===== src/rtl/vx_rop_dcr_bank_pkg.sv =====
// Shared ROP DCR types: register map, field encodings, per-context state struct and bank FSM states.
// Pure declarations; no timing or flow control.
package vx_rop_dcr_bank_pkg;

  localparam int DCR_ADDR_BITS = 8;

  localparam logic [DCR_ADDR_BITS-1:0] DCR_ROP_CBUF_ADDR         = 8'h10;
  localparam logic [DCR_ADDR_BITS-1:0] DCR_ROP_CBUF_PITCH        = 8'h11;
  localparam logic [DCR_ADDR_BITS-1:0] DCR_ROP_CBUF_WRITEMASK    = 8'h12;
  localparam logic [DCR_ADDR_BITS-1:0] DCR_ROP_ZBUF_ADDR         = 8'h13;
  localparam logic [DCR_ADDR_BITS-1:0] DCR_ROP_ZBUF_PITCH        = 8'h14;
  localparam logic [DCR_ADDR_BITS-1:0] DCR_ROP_DEPTH_FUNC        = 8'h15;
  localparam logic [DCR_ADDR_BITS-1:0] DCR_ROP_DEPTH_WRITEMASK   = 8'h16;
  localparam logic [DCR_ADDR_BITS-1:0] DCR_ROP_STENCIL_FUNC      = 8'h17;
  localparam logic [DCR_ADDR_BITS-1:0] DCR_ROP_STENCIL_ZPASS     = 8'h18;
  localparam logic [DCR_ADDR_BITS-1:0] DCR_ROP_STENCIL_ZFAIL     = 8'h19;
  localparam logic [DCR_ADDR_BITS-1:0] DCR_ROP_STENCIL_FAIL      = 8'h1A;
  localparam logic [DCR_ADDR_BITS-1:0] DCR_ROP_STENCIL_REF       = 8'h1B;
  localparam logic [DCR_ADDR_BITS-1:0] DCR_ROP_STENCIL_MASK      = 8'h1C;
  localparam logic [DCR_ADDR_BITS-1:0] DCR_ROP_STENCIL_WRITEMASK = 8'h1D;
  localparam logic [DCR_ADDR_BITS-1:0] DCR_ROP_BLEND_MODE        = 8'h1E;
  localparam logic [DCR_ADDR_BITS-1:0] DCR_ROP_BLEND_FUNC        = 8'h1F;
  localparam logic [DCR_ADDR_BITS-1:0] DCR_ROP_BLEND_CONST       = 8'h20;
  localparam logic [DCR_ADDR_BITS-1:0] DCR_ROP_LOGIC_OP          = 8'h21;

  localparam logic [2:0] ROP_DEPTH_FUNC_LESS   = 3'd1;
  localparam logic [2:0] ROP_DEPTH_FUNC_ALWAYS = 3'd7;
  localparam logic [2:0] ROP_STENCIL_OP_KEEP   = 3'd0;
  localparam logic [2:0] ROP_BLEND_MODE_ADD    = 3'd0;
  localparam logic [3:0] ROP_BLEND_FUNC_ZERO   = 4'd0;
  localparam logic [3:0] ROP_BLEND_FUNC_ONE    = 4'd1;
  localparam logic [3:0] ROP_LOGIC_OP_COPY     = 4'd3;

  // Stencil arrays: index 0 = front face, 1 = back face.
  typedef struct packed {
    logic [31:0]      cbuf_addr;
    logic [31:0]      cbuf_pitch;
    logic [3:0]       cbuf_writemask;
    logic [31:0]      zbuf_addr;
    logic [31:0]      zbuf_pitch;
    logic [2:0]       depth_func;
    logic             depth_writemask;
    logic [1:0][2:0]  stencil_func;
    logic [1:0][2:0]  stencil_zpass;
    logic [1:0][2:0]  stencil_zfail;
    logic [1:0][2:0]  stencil_fail;
    logic [1:0][7:0]  stencil_ref;
    logic [1:0][7:0]  stencil_mask;
    logic [1:0][7:0]  stencil_writemask;
    logic [2:0]       blend_mode_rgb;
    logic [2:0]       blend_mode_a;
    logic [3:0]       blend_src_rgb;
    logic [3:0]       blend_src_a;
    logic [3:0]       blend_dst_rgb;
    logic [3:0]       blend_dst_a;
    logic [31:0]      blend_const;
    logic [3:0]       logic_op;
    logic             depth_enable;
    logic [1:0]       stencil_enable;
    logic             blend_enable;
  } rop_dcrs_t;

  localparam rop_dcrs_t ROP_DCR_DEFAULTS = '{
    cbuf_addr:         32'h0,
    cbuf_pitch:        32'h0,
    cbuf_writemask:    4'hF,
    zbuf_addr:         32'h0,
    zbuf_pitch:        32'h0,
    depth_func:        ROP_DEPTH_FUNC_ALWAYS,
    depth_writemask:   1'b0,
    stencil_func:      {2{ROP_DEPTH_FUNC_ALWAYS}},
    stencil_zpass:     {2{ROP_STENCIL_OP_KEEP}},
    stencil_zfail:     {2{ROP_STENCIL_OP_KEEP}},
    stencil_fail:      {2{ROP_STENCIL_OP_KEEP}},
    stencil_ref:       16'h0000,
    stencil_mask:      16'hFFFF,
    stencil_writemask: 16'hFFFF,
    blend_mode_rgb:    ROP_BLEND_MODE_ADD,
    blend_mode_a:      ROP_BLEND_MODE_ADD,
    blend_src_rgb:     ROP_BLEND_FUNC_ONE,
    blend_src_a:       ROP_BLEND_FUNC_ONE,
    blend_dst_rgb:     ROP_BLEND_FUNC_ZERO,
    blend_dst_a:       ROP_BLEND_FUNC_ZERO,
    blend_const:       32'h0,
    logic_op:          ROP_LOGIC_OP_COPY,
    depth_enable:      1'b0,
    stencil_enable:    2'b00,
    blend_enable:      1'b0
  };

  typedef enum logic [1:0] {
    ROP_BANK_RUN,
    ROP_BANK_DRAIN,
    ROP_BANK_SWITCH
  } rop_bank_state_e;

  function automatic logic rop_stencil_en(input logic [2:0] func,
                                          input logic [2:0] zpass,
                                          input logic [2:0] zfail);
    return !(func == ROP_DEPTH_FUNC_ALWAYS && zpass == ROP_STENCIL_OP_KEEP &&
             zfail == ROP_STENCIL_OP_KEEP);
  endfunction

endpackage


===== src/rtl/vx_rop_dcr_derive.sv =====
// Fills depth/stencil/blend enables from raw DCR fields; all other fields pass through.
// Purely combinational, no flow control.
module vx_rop_dcr_derive
  import vx_rop_dcr_bank_pkg::*;
(
  input  rop_dcrs_t i_dcrs,
  output rop_dcrs_t o_dcrs
);

  always_comb begin
    o_dcrs = i_dcrs;
    o_dcrs.depth_enable = !(i_dcrs.depth_func == ROP_DEPTH_FUNC_ALWAYS && !i_dcrs.depth_writemask);
    for (int i = 0; i < 2; i++) begin
      o_dcrs.stencil_enable[i] = rop_stencil_en(i_dcrs.stencil_func[i],
                                                i_dcrs.stencil_zpass[i],
                                                i_dcrs.stencil_zfail[i]);
    end
    o_dcrs.blend_enable = !(i_dcrs.blend_mode_rgb == ROP_BLEND_MODE_ADD &&
                            i_dcrs.blend_mode_a   == ROP_BLEND_MODE_ADD &&
                            i_dcrs.blend_src_rgb  == ROP_BLEND_FUNC_ONE &&
                            i_dcrs.blend_src_a    == ROP_BLEND_FUNC_ONE &&
                            i_dcrs.blend_dst_rgb  == ROP_BLEND_FUNC_ZERO &&
                            i_dcrs.blend_dst_a    == ROP_BLEND_FUNC_ZERO);
  end

endmodule


===== src/rtl/vx_rop_dcr_bank.sv =====
// Multi-context ROP DCR bank: shadow writes, commit into a context ring, switch after in-flight drain.
// Read-back 1 cycle; commit_ready drops when the ring is full, req_ready drops while draining.
module vx_rop_dcr_bank
  import vx_rop_dcr_bank_pkg::*;
#(
  parameter int    NUM_CTX      = 2,
  parameter int    MAX_INFLIGHT = 64,
  parameter string INSTANCE_ID  = ""
) (
  input  logic                         clk,
  input  logic                         reset_n,
  input  logic                         dcr_wr_valid,
  input  logic [DCR_ADDR_BITS-1:0]     dcr_wr_addr,
  input  logic [31:0]                  dcr_wr_data,
  input  logic [DCR_ADDR_BITS-1:0]     dcr_rd_addr,
  output logic [31:0]                  dcr_rd_data,
  input  logic                         commit_valid,
  output logic                         commit_ready,
  input  logic                         req_valid,
  output logic                         req_ready,
  input  logic                         rsp_done,
  output rop_dcrs_t                    rop_dcrs,
  output logic [$clog2(NUM_CTX)-1:0]   active_ctx,
  output logic [$clog2(NUM_CTX):0]     pending_cnt
);

  localparam int CTX_W = $clog2(NUM_CTX);
  localparam int INF_W = $clog2(MAX_INFLIGHT + 1);
  localparam logic [CTX_W-1:0] CTX_ONE     = CTX_W'(1);
  localparam logic [CTX_W:0]   PEND_ONE    = (CTX_W + 1)'(1);
  localparam logic [CTX_W:0]   PEND_MAX    = (CTX_W + 1)'(NUM_CTX - 1);
  localparam logic [INF_W-1:0] INF_ONE     = INF_W'(1);
  localparam logic [INF_W-1:0] INF_MAX     = INF_W'(MAX_INFLIGHT);

  rop_dcrs_t       r_shadow;
  rop_dcrs_t       w_shadow_next;
  rop_dcrs_t       w_snapshot;
  rop_dcrs_t       r_slots [NUM_CTX];
  rop_dcrs_t       r_rop_dcrs;
  rop_bank_state_e r_state;
  logic [CTX_W-1:0] r_active;
  logic [CTX_W-1:0] r_wr_ptr;
  logic [CTX_W-1:0] w_next_active;
  logic [CTX_W:0]   r_pending;
  logic [INF_W-1:0] r_inflight;
  logic [31:0]      r_rd_data;
  logic [31:0]      w_rd_data;
  logic             w_commit_ready;
  logic             w_commit_fire;
  logic             w_req_ready;
  logic             w_req_fire;
  logic             w_switch;

  assign w_commit_ready = (r_pending < PEND_MAX);
  assign w_commit_fire  = commit_valid && w_commit_ready;
  assign w_req_ready    = (r_state == ROP_BANK_RUN);
  assign w_req_fire     = req_valid && w_req_ready;
  assign w_switch       = (r_state == ROP_BANK_SWITCH);
  assign w_next_active  = r_active + CTX_ONE;

  // The commit snapshot sees this cycle's write, so write+commit together is captured.
  always_comb begin
    w_shadow_next = r_shadow;
    if (dcr_wr_valid) begin
      case (dcr_wr_addr)
        DCR_ROP_CBUF_ADDR:         w_shadow_next.cbuf_addr       = dcr_wr_data;
        DCR_ROP_CBUF_PITCH:        w_shadow_next.cbuf_pitch      = dcr_wr_data;
        DCR_ROP_CBUF_WRITEMASK:    w_shadow_next.cbuf_writemask  = dcr_wr_data[3:0];
        DCR_ROP_ZBUF_ADDR:         w_shadow_next.zbuf_addr       = dcr_wr_data;
        DCR_ROP_ZBUF_PITCH:        w_shadow_next.zbuf_pitch      = dcr_wr_data;
        DCR_ROP_DEPTH_FUNC:        w_shadow_next.depth_func      = dcr_wr_data[2:0];
        DCR_ROP_DEPTH_WRITEMASK:   w_shadow_next.depth_writemask = dcr_wr_data[0];
        DCR_ROP_STENCIL_FUNC:      w_shadow_next.stencil_func    = {dcr_wr_data[18:16], dcr_wr_data[2:0]};
        DCR_ROP_STENCIL_ZPASS:     w_shadow_next.stencil_zpass   = {dcr_wr_data[18:16], dcr_wr_data[2:0]};
        DCR_ROP_STENCIL_ZFAIL:     w_shadow_next.stencil_zfail   = {dcr_wr_data[18:16], dcr_wr_data[2:0]};
        DCR_ROP_STENCIL_FAIL:      w_shadow_next.stencil_fail    = {dcr_wr_data[18:16], dcr_wr_data[2:0]};
        DCR_ROP_STENCIL_REF:       w_shadow_next.stencil_ref     = {dcr_wr_data[23:16], dcr_wr_data[7:0]};
        DCR_ROP_STENCIL_MASK:      w_shadow_next.stencil_mask    = {dcr_wr_data[23:16], dcr_wr_data[7:0]};
        DCR_ROP_STENCIL_WRITEMASK: w_shadow_next.stencil_writemask = {dcr_wr_data[23:16], dcr_wr_data[7:0]};
        DCR_ROP_BLEND_MODE: begin
          w_shadow_next.blend_mode_rgb = dcr_wr_data[2:0];
          w_shadow_next.blend_mode_a   = dcr_wr_data[18:16];
        end
        DCR_ROP_BLEND_FUNC: begin
          w_shadow_next.blend_src_rgb = dcr_wr_data[3:0];
          w_shadow_next.blend_src_a   = dcr_wr_data[11:8];
          w_shadow_next.blend_dst_rgb = dcr_wr_data[19:16];
          w_shadow_next.blend_dst_a   = dcr_wr_data[27:24];
        end
        DCR_ROP_BLEND_CONST:       w_shadow_next.blend_const     = dcr_wr_data;
        DCR_ROP_LOGIC_OP:          w_shadow_next.logic_op        = dcr_wr_data[3:0];
        default: ;
      endcase
    end
  end

  always_comb begin
    w_rd_data = '0;
    case (dcr_rd_addr)
      DCR_ROP_CBUF_ADDR:         w_rd_data = r_shadow.cbuf_addr;
      DCR_ROP_CBUF_PITCH:        w_rd_data = r_shadow.cbuf_pitch;
      DCR_ROP_CBUF_WRITEMASK:    w_rd_data[3:0] = r_shadow.cbuf_writemask;
      DCR_ROP_ZBUF_ADDR:         w_rd_data = r_shadow.zbuf_addr;
      DCR_ROP_ZBUF_PITCH:        w_rd_data = r_shadow.zbuf_pitch;
      DCR_ROP_DEPTH_FUNC:        w_rd_data[2:0] = r_shadow.depth_func;
      DCR_ROP_DEPTH_WRITEMASK:   w_rd_data[0] = r_shadow.depth_writemask;
      DCR_ROP_STENCIL_FUNC:      {w_rd_data[18:16], w_rd_data[2:0]} = r_shadow.stencil_func;
      DCR_ROP_STENCIL_ZPASS:     {w_rd_data[18:16], w_rd_data[2:0]} = r_shadow.stencil_zpass;
      DCR_ROP_STENCIL_ZFAIL:     {w_rd_data[18:16], w_rd_data[2:0]} = r_shadow.stencil_zfail;
      DCR_ROP_STENCIL_FAIL:      {w_rd_data[18:16], w_rd_data[2:0]} = r_shadow.stencil_fail;
      DCR_ROP_STENCIL_REF:       {w_rd_data[23:16], w_rd_data[7:0]} = r_shadow.stencil_ref;
      DCR_ROP_STENCIL_MASK:      {w_rd_data[23:16], w_rd_data[7:0]} = r_shadow.stencil_mask;
      DCR_ROP_STENCIL_WRITEMASK: {w_rd_data[23:16], w_rd_data[7:0]} = r_shadow.stencil_writemask;
      DCR_ROP_BLEND_MODE: begin
        w_rd_data[2:0]   = r_shadow.blend_mode_rgb;
        w_rd_data[18:16] = r_shadow.blend_mode_a;
      end
      DCR_ROP_BLEND_FUNC: begin
        w_rd_data[3:0]   = r_shadow.blend_src_rgb;
        w_rd_data[11:8]  = r_shadow.blend_src_a;
        w_rd_data[19:16] = r_shadow.blend_dst_rgb;
        w_rd_data[27:24] = r_shadow.blend_dst_a;
      end
      DCR_ROP_BLEND_CONST:       w_rd_data = r_shadow.blend_const;
      DCR_ROP_LOGIC_OP:          w_rd_data[3:0] = r_shadow.logic_op;
      default: ;
    endcase
  end

  vx_rop_dcr_derive u_derive (
    .i_dcrs (w_shadow_next),
    .o_dcrs (w_snapshot)
  );

  always_ff @(posedge clk or negedge reset_n) begin
    if (!reset_n) begin
      r_shadow  <= ROP_DCR_DEFAULTS;
      r_rd_data <= '0;
      for (int i = 0; i < NUM_CTX; i++) begin
        r_slots[i] <= ROP_DCR_DEFAULTS;
      end
    end else begin
      r_shadow  <= w_shadow_next;
      r_rd_data <= w_rd_data;
      if (w_commit_fire) begin
        r_slots[r_wr_ptr] <= w_snapshot;
      end
    end
  end

  always_ff @(posedge clk or negedge reset_n) begin
    if (!reset_n) begin
      r_inflight <= '0;
    end else if (w_req_fire && !rsp_done && r_inflight != INF_MAX) begin
      r_inflight <= r_inflight + INF_ONE;
    end else if (!w_req_fire && rsp_done && r_inflight != '0) begin
      r_inflight <= r_inflight - INF_ONE;
    end
  end

  // The write pointer never reaches the active slot: at most NUM_CTX-1 contexts are pending.
  always_ff @(posedge clk or negedge reset_n) begin
    if (!reset_n) begin
      r_state    <= ROP_BANK_RUN;
      r_active   <= '0;
      r_wr_ptr   <= CTX_ONE;
      r_pending  <= '0;
      r_rop_dcrs <= ROP_DCR_DEFAULTS;
    end else begin
      if (w_commit_fire) begin
        r_wr_ptr <= r_wr_ptr + CTX_ONE;
      end
      case ({w_commit_fire, w_switch})
        2'b10:   r_pending <= r_pending + PEND_ONE;
        2'b01:   r_pending <= r_pending - PEND_ONE;
        default: ;
      endcase
      case (r_state)
        ROP_BANK_RUN: begin
          if (r_pending != '0) r_state <= ROP_BANK_DRAIN;
        end
        ROP_BANK_DRAIN: begin
          if (r_inflight == '0) r_state <= ROP_BANK_SWITCH;
        end
        ROP_BANK_SWITCH: begin
          r_active   <= w_next_active;
          r_rop_dcrs <= r_slots[w_next_active];
          r_state    <= ROP_BANK_RUN;
        end
        default: r_state <= ROP_BANK_RUN;
      endcase
    end
  end

  assign dcr_rd_data  = r_rd_data;
  assign commit_ready = w_commit_ready;
  assign req_ready    = w_req_ready;
  assign rop_dcrs     = r_rop_dcrs;
  assign active_ctx   = r_active;
  assign pending_cnt  = r_pending;

  a_no_underflow: assert property (@(posedge clk) disable iff (!reset_n)
    !(rsp_done && r_inflight == '0))
    else $error("%s: rsp_done with no request in flight", INSTANCE_ID);

  a_no_overflow: assert property (@(posedge clk) disable iff (!reset_n)
    !(w_req_fire && !rsp_done && r_inflight == INF_MAX))
    else $error("%s: in-flight count exceeds MAX_INFLIGHT", INSTANCE_ID);

endmodule


===== config.mk =====
export PLATFORM = sky130hd
export DESIGN_NAME = vx_rop_dcr_bank
export DESIGN_NICKNAME = d
export VERILOG_FILES = /design/src/rtl/vx_rop_dcr_bank_pkg.sv /design/src/rtl/vx_rop_dcr_derive.sv /design/src/rtl/vx_rop_dcr_bank.sv
export SDC_FILE = /design/constraint.sdc
export NUM_CORES = 2
export LEC_CHECK = 0
export BUFFER_PORTS_ARGS = -buffer_cell sky130_fd_sc_hd__buf_2
export CAP_MARGIN = 20
export CORE_ASPECT_RATIO = 1.25
export CORE_MARGIN = 2
export CORE_UTILIZATION = 26
export DETAILED_ROUTE_END_ITERATION = 10
export HOLD_SLACK_MARGIN = 0.08
export PLACE_DENSITY = 0.5
export SLEW_MARGIN = 10
export SYNTH_ARGS = -nofsm -noshare
export SYNTH_HDL_FRONTEND = slang
export SYNTH_SLANG_ARGS = --single-unit

===== constraint.sdc =====
create_clock -name clk -period 2.88 [get_ports clk]
set_input_delay 0.144 -clock clk [delete_from_list [all_inputs] [get_ports clk]]
set_output_delay 0.144 -clock clk [all_outputs]
set_load 0.02 [all_outputs]

==> key figures <==
Synth
  – Post-Syn Instances: 4223
  – Asr flop ratio synth: 100.0%
  – Primary FF master, synth: dfrtp_1
  – Synth cell types: 62
  – Synth area leaders: dfrtp_1 51%, mux2i_1 12%, dfstp_2 11%, o21ai_0 8.9%, nand2_1 7.2%
  – Mapped Nets: 4285
  – Number of flops mapped to enable cells by yosys: 0
  – Share of the synthesized area in the top cell type: 50.60%
  – Yosys warning count: 0
  – Mapped Avg Cell Area: 10.82 µm²
  – Sequential element share of the synthesized area: 61.93%
  – Synth Cell Area: 45690 µm²
  – Yosys reg bits: 1121
  – Synth area leader: dfrtp_1

Floorplanning
  – Ports: 361
  – Die X-Extent: 379.0 µm
  – Row count: 172
  – Starting Density: 26.08%
  – Die ar.: 179100 µm²
  – DIE HEIGHT: 472.7 µm
  – CORE AREA: 175200 µm²

STA
  – Slew margin rel.: 47.61%
  – Setup TNS: 0 ps
  – Tmin final: 2587 ps
  – Slew Limit Fails: 0
  – Final hold slack: 138.8 ps
  – Fmax: 386.5 MHz
  – Worst Tran Pin Value: 785.9 ps
  – RSZ-0062 raised after global routing: no
  – Final period utilization: 89.84%
  – Skew final: 57.68 ps
  – Endpoints failing hold: 0
  – Setup violations, final: 0

Global routing
  – First-pass GRT wire length: 241.9 mm
  – Initial antenna violation count: 17
  – Global route overflow: 0
  – Vias in the first global route: 32560
  – GRT Total Usage: 18.68%
  – Largest net degree at the start of global routing: 161

Routing
  – WL final: 168.2 mm
  – DR iter-0 viols: 2479
  – Via count: 32540
  – Routed wire length per instance: 23.62 µm
  – Routed wl met3: 10.56 mm
  – DRC violations left: 0
  – Met1 wire length: 73.99 mm
  – DR WL met2: 79.36 mm
  – ANT nets after route: 0
  – Vias/cell: 4.571
  – Max layer used: met5
  – First-pass DRT Iterations: 8

Worst setup path
  – Kind of critical path: reg -> reg
  – Peak fanout along the critical path: 7
  – Critical path data arrival time: 3250 ps
  – CP required: 3540 ps
  – Setup crit start kind: register
  – Setup crit end kind: register

Clock tree
  – CTS tree: yes
  – Clock Latency Late Sink: 770 ps
  – Clock Pin Slew Worst Setup and Hold Paths: 70 ps
  – CTS Buffer Depth: 3
  – CTS sink cnt: 1121
  – Root Buffer: clkbuf_16
  – H-tree levels: 3
  – Number of gates resized after CTS: 0
  – CTS buffer count: 117

Power and ir drop
  – LEAKAGE: 26.89 nW
  – Power density over the cells: 754.3 nW/µm²
  – Pwr Total: 42.13 mW
  – VDD IR max: 554.0 µV

Placed design
  – Buffers on Ports: 360
  – Number of cells in the design after placement: 6849
  – Detail Placement HPWL: 124.5 mm
  – RePlAce Congestion: 0.9145

Cells and area
  – Layout cell share with drive strength beyond 1: 20.82%
  – Commonest non-fill, non-tap cell in the layout: dfrtp_1
  – Final net count: 4724
  – Most frequent cells in the layout: 923 x dfrtp_1, 875 x nand2_1, 815 x o21ai_0, 558 x mux2i_1, 359 x buf_2
  – Fin cells: 7120
  – Finished Core Util: 31.88%
  – Area growth from synthesis to layout: 22.22%

Min path
  – Worst min-delay path class: in -> reg

Status
  – Outcome: finished clean

Flow run
  – Max-Cap Viols: 0
[worst max-delay path, stage by stage (launching register included)]
cell and delay [ps]:
dfrtp_1 420, nor2_1 70, and3_1 180, a211o_1 420, ha_1 320, a21o_1 110, a21oi_1 100, or4b_2 630
o2111ai_1 110, mux2_2 170
[synthesized netlist by cell type (8+ instances only)]
cell,count
dfrtp_1,924
nand2_1,878
o21ai_0,815
mux2i_1,558
inv_1,274
clkbuf_1,239
dfstp_2,197
a22oi_1,49
nor2_1,30
buf_1,18
nand3_1,18
a221oi_1,17
buf_2,17
a222oi_1,14
mux2_2,14
a21oi_1,11
nor3_1,9
o21ai_1,9
nor4_1,8
[kinds of logic after synthesis]
group                      Yosys count  synth area share (%)
muxes                              574                 12.67
AOI/OAI and AO/OA                  951                 11.22
xor gates and xnor gates             7                0.1342
DFF                               1121                 61.93
buffers and inverters              559                 4.778
adders and majority gates            8                0.2355
and+or+nand+nor                   1003                 9.028
[sequential cells by signal, summed over array words and instances, names as in the netlist]
register,count
r_slots,540
rop_dcrs,270
r_shadow,266
dcr_rd_data,32
r_inflight,7
pending_cnt,2
r_state,2
active_ctx,1
r_wr_ptr,1
[final timing paths]
check,endpoint,startpoint,slack (ps),cells after the start
min,r_shadow[14],dcr_wr_addr[0],140,5
min in group asynchronous,r_shadow[128],reset_n,200,2
max,r_inflight[5],r_inflight[0],290,9
max in group asynchronous,r_shadow[36],reset_n,1960,4
max reg2reg,r_inflight[5],r_inflight[0],290,9
min reg2reg,rop_dcrs[124],rop_dcrs[124],470,2
[final cells by class]
| cell class | count | area, µm² |
|---|---|---|
| Sequential cell | 1121 | 28300 |
| Tap cell | 2349 | 2939 |
| Timing Repair Buffer | 604 | 4337 |
| Inverter | 275 | 1032 |
| Multi-Input combinational cell | 2543 | 15260 |
| Antenna cell | 6 | 15.01 |
| Clock inverter | 36 | 452.9 |
| Clock buffer | 186 | 3508 |
| Fill cell | 18260 | 119300 |
[power breakdown]
part           internal, mW  switching [mW]  total (mW)  leakage [nW]
sequential             17.9            1.20        19.1          14.8
clock                  8.91            6.68        15.6          1.94
combinational          2.61            4.84        7.46          10.2
total                  29.4            12.7        42.1          26.9
[metrics by stage]
stage / area (µm²) / setup slack [ps]
after global placement: 51430 / 252.1
after floorplan: 45690 / 249.8
final: 55850 / 292.6
after global routing: 55840 / 111.1
after CTS: 55830 / 271.6
after detailed placement: 51430 / 228.7
[routing by layer]
metal | vias to the layer above | track usage (%)
met5 | - | 0
met4 | 14 | 5.129
met3 | 200 | 4.129
met2 | 827 | 30.36
met1 | 16420 | 24.94
li1 | 15090 | -
[repair_timing]
item / in CTS / in global routing
hold buffers: 43 / 0
setup buffers: 0 / 0
hold endpoints to repair: 1188 / 0
Power figures use the tool's default switching activity.
